$ cat src/rtl/wrap_counter.sv
// Up/down counter with a programmable terminal value: wraps to 0 counting up,
// reloads the terminal value counting down. Sequencing building block for the IO module.
module wrap_counter #(
  parameter int unsigned WIDTH     = 2,
  parameter int unsigned MAX_WIDTH = 2
) (
  output logic [WIDTH-1:0]     Count,
  input  logic                 Enable,
  input  logic                 CLK,
  input  logic                 RST,
  input  logic [MAX_WIDTH-1:0] Max_Value,
  input  logic                 Up
);

  logic [WIDTH-1:0] m;
  logic [WIDTH-1:0] count_d, count_q;

  // Terminal value resized to the count width: truncate when wider, zero-extend when narrower.
  generate
    if (MAX_WIDTH > WIDTH) begin : g_trunc
      logic unused_max_hi;
      assign unused_max_hi = |Max_Value[MAX_WIDTH-1:WIDTH];
      assign m = Max_Value[WIDTH-1:0];
    end else if (MAX_WIDTH == WIDTH) begin : g_same
      assign m = Max_Value;
    end else begin : g_ext
      assign m = {{(WIDTH - MAX_WIDTH){1'b0}}, Max_Value};
    end
  endgenerate

  // Up: '>=' also recovers when M drops below the count. Down: '>' clamps to M.
  always_comb begin
    count_d = count_q;
    if (Enable) begin
      if (Up) begin
        count_d = (count_q >= m) ? '0 : count_q + WIDTH'(1);
      end else if ((count_q == '0) || (count_q > m)) begin
        count_d = m;
      end else begin
        count_d = count_q - WIDTH'(1);
      end
    end
  end

  always_ff @(posedge CLK or negedge RST) begin
    if (!RST) begin
      count_q <= '0;
    end else begin
      count_q <= count_d;
    end
  end

  assign Count = count_q;

endmodule

$ cat config.mk
export PLATFORM = sky130hd
export DESIGN_NAME = wrap_counter
export DESIGN_NICKNAME = d
export VERILOG_FILES = /design/src/rtl/wrap_counter.sv
export SDC_FILE = /design/constraint.sdc
export NUM_CORES = 1
export LEC_CHECK = 0
export CORE_AREA = 2 2 39 41
export DETAILED_ROUTE_END_ITERATION = 10
export DIE_AREA = 0 0 41 43
export GPL_TIMING_DRIVEN = 0
export PLACE_DENSITY = 0.38
export SLEW_MARGIN = 25
export SYNTH_ARGS = -nofsm -noshare
export SYNTH_HDL_FRONTEND = slang
export SYNTH_SLANG_ARGS = --single-unit
$ cat constraint.sdc
create_clock -name CLK -period 2.78 [get_ports CLK]
set_input_delay 0.556 -clock CLK [delete_from_list [all_inputs] [get_ports CLK]]
set_output_delay 0.556 -clock CLK [all_outputs]
set_load 0.02 [all_outputs]
==> summary.md, run 1 <==
| Metric | Value |
|---|---|
| Status | finished, final reports clean |
| Final cell count without fillers | 52 |
| Commonest non-fill, non-tap cells in the layout | clkdlybuf4s50_1, inv_1, nor2_1, ha_1, clkbuf_4 |
| Worst r2r src | Count[0]$_DFFE_PN0P_ |
| First-pass GRT wire length | 903 um |
| Nets@finish | 47 |
| Sw Pwr | 0.136 mW |
| Worst-margin pin slew | 331 ps |
| Area growth syn-to-layout | 53.6% |
| Routed WL | 487 um |
| Worst r2r path cells | 6 |
| Layout cells sized above 1 | 0.111 |
| Setup TNS | 0 ps |
| Fillers | 155 |
| Worst VDD drop | 132 uV |
| # port buffers | 7 |
| Mapped Nets | 35 |
| PD cells | 1030 nW/um^2 |
| Fin util | 0.233 |
| Slew Limit Fails | 0 |
| Initial antenna violation count | 0 |
| Logic pwr share | 0.632 |
| Core Area | 1380 um^2 |
| GRT Overall Usage | 0.0751 |
| Pre-Repair DR Iteration Count | 1 |
| Maximum clock path buffer count | 2 |
| GR Overflow Total | 0 |
| WL/cell | 9.37 um |
| Row count | 14 |
| Starting Density | 0.152 |
| Pwr Total | 0.334 mW |
| Total of max-cap violations | 0 |
| Internal power | 0.198 mW |
| # setup viols final | 0 |
| Syn avg cell area | 8.08 um^2 |
| Final hold vios | 0 |
| Via density | 4.40 |
| Worst hold-check path type | in2async |
| Clock-pin slew on the worst setup and hold paths | 30 ps |
| Fmax achieved | 515 MHz |
| Critical-path maximum fanout | 4 |
| Post-Syn Area | 210 um^2 |
| R2R Path End | Count[1]$_DFFE_PN0P_ |
| Die W | 41 um |
| Crit share post-route | 0.698 |
| Clock Power Share | 0.186 |
| Crit path time final | 1940 ps |
| Worst setup EP type | flip-flop |
| CTS H-tree lvls | 1 |
| DRT iter0 DRCs | 0 |
| Yosys warning count | 0 |
| CTS tree | done |
| Clk_lat worst skew | 220 ps |
| Post-CTS sizing | 0 |
| Ports | 8 |
| GP Congestion | 0.701 |
| Arr. time, crit path | 2080 ps |
| Die footprint | 1760 um^2 |
| Netlist cell types | 15 |
| WS Path Type | in2reg |
| Postcts setup bufs | 0 |
| Leak | 0.142 nW |
| DR vias | 229 |
| Pre-CTS setup slack | 587 ps |
| RSZ-0062 raised after global routing | no |
| Post-Syn Instances | 26 |
| Hold buffer count at CTS | 0 |
| Min Hold Slack | 498 ps |
| CTS Sinks | 2 |
| Diodes inserted | 0 |
| Most common library cell in the layout ignoring fill and taps | clkdlybuf4s50_1 |
| Relative slew slack | 0.778 |
| Layout Skew | 2.73 ps |
| Sequential power share | 0.182 |
| Post-DP HPWL | 435 um |
| Startpoint class of the critical path | input pin |
| Placed inst area | 300 um^2 |
| Switching share of power | 0.408 |
| Seq/Total Area, Yosys | 0.238 |
| CTS buffer count | 3 |
| Largest register FFs | 2 |
| Worst R2R Setup Slack | 1150 ps |
| Clock root buffer | clkbuf_4 |
| Data required, critical path | 2920 ps |
| Dpl cells | 49 |
| Worst setup margin | 840 ps |
| ANT nets after route | 0 |
| Die Height | 43 um |
| Synth Register Bits | 2 |
| DR DRC count | 0 |
| Fin area | 323 um^2 |
| Largest net degree at the start of global routing | 5 |
| Vias in the first global route | 226 |
==> cell usage after synthesis <==
| cell | n | share of area |
|---|---|---|
| a32oi_1 | 1 | 0.042 |
| nor2_1 | 3 | 0.054 |
| dfrtp_1 | 2 | 0.24 |
| nand2b_1 | 2 | 0.060 |
| a31oi_1 | 1 | 0.030 |
| a211oi_1 | 1 | 0.036 |
| ha_1 | 3 | 0.18 |
| o311ai_1 | 1 | 0.042 |
| or3_1 | 1 | 0.030 |
| nor2b_1 | 1 | 0.030 |
| a21oi_1 | 2 | 0.048 |
| a2bb2oi_2 | 1 | 0.071 |
| nand2_1 | 1 | 0.018 |
| inv_1 | 5 | 0.089 |
| nand3b_1 | 1 | 0.036 |
==> worst max-delay path by stage <==
stage | startpoint | to | slack (ps)
after global routing | Max_Value[1] | Count[0]$_DFFE_PN0P_ | 730
after detailed placement | Max_Value[1] | Count[1]$_DFFE_PN0P_ | 590
after floorplan | Max_Value[1] | Count[1]$_DFFE_PN0P_ | 1190
final | Max_Value[1] | Count[1]$_DFFE_PN0P_ | 840
after global placement | Max_Value[1] | Count[1]$_DFFE_PN0P_ | 620
after CTS | Max_Value[1] | Count[1]$_DFFE_PN0P_ | 820
==> area by class of cell <==
class / count / area, um^2 / area share
flip-flops and latches: 2 / 50.0 / 0.155
clock buffers: 3 / 22.5 / 0.0698
multi-input cells: 19 / 141 / 0.438
well taps: 16 / 20.0 / 0.0620
repair buffers: 7 / 70.1 / 0.217
inverters: 5 / 18.8 / 0.0581
==> worst max-delay path: stages <==
cell and delay (ps):
clkdlybuf4s50_1 480, inv_1 50, ha_1 300, nand2_1 70, a2bb2oi_2 150, or3_1 310, a31oi_1 170
==> per-layer routing <==
| layer | track usage | wire length (um) |
|---|---|---|
| met1 | 0.0669 | 167 |
| met5 | 0 | 0 |
| met3 | 0.0157 | 8 |
| met2 | 0.141 | 311 |
| met4 | 0.0400 | 0 |
==> power groups by stage <==
stage / logic, mW / clock network, mW / registers, mW
3_5_place_dp: 0.214 / 0 / 0.0616
3_3_place_gp: 0.211 / 0 / 0.0603
2_1_floorplan: 0.132 / 0 / 0.0754
4_1_cts: 0.215 / 0.0651 / 0.0613
5_1_grt: 0.243 / 0.0679 / 0.0634
6_report: 0.211 / 0.0622 / 0.0607
==> cell families (layout without fill, tap and decap cells) <==
family,Yosys count,in the layout,synth area share
AND/OR/NAND/NOR,9,9,0.226
AO/OA/AOI/OAI,7,7,0.268
buffers and inverters,5,15,0.0893
adder cells (fa/ha/maj),3,3,0.179
flip-flops,2,2,0.238
Power figures use the tool's default switching activity.
==> run 2, diff against run 1 <==
==> constraint.sdc (replaced) <==
create_clock -name CLK -period 1.9 [get_ports CLK]
set_input_delay 0.38 -clock CLK [delete_from_list [all_inputs] [get_ports CLK]]
set_output_delay 0.38 -clock CLK [all_outputs]
set_load 0.02 [all_outputs]
==> results of run 2 <==
The final DEF is identical to that of run 1. Status: finished, final reports clean.
Among the figures that moved: setup slack after placement 587 ps -> -117 ps; setup slack after layout 840 ps -> 136 ps; hold slack 498 ps -> 322 ps; register-to-register setup slack 1150 ps -> 270 ps; total power 0.334 mW -> 0.489 mW; worst IR drop on VDD 132 uV -> 192 uV
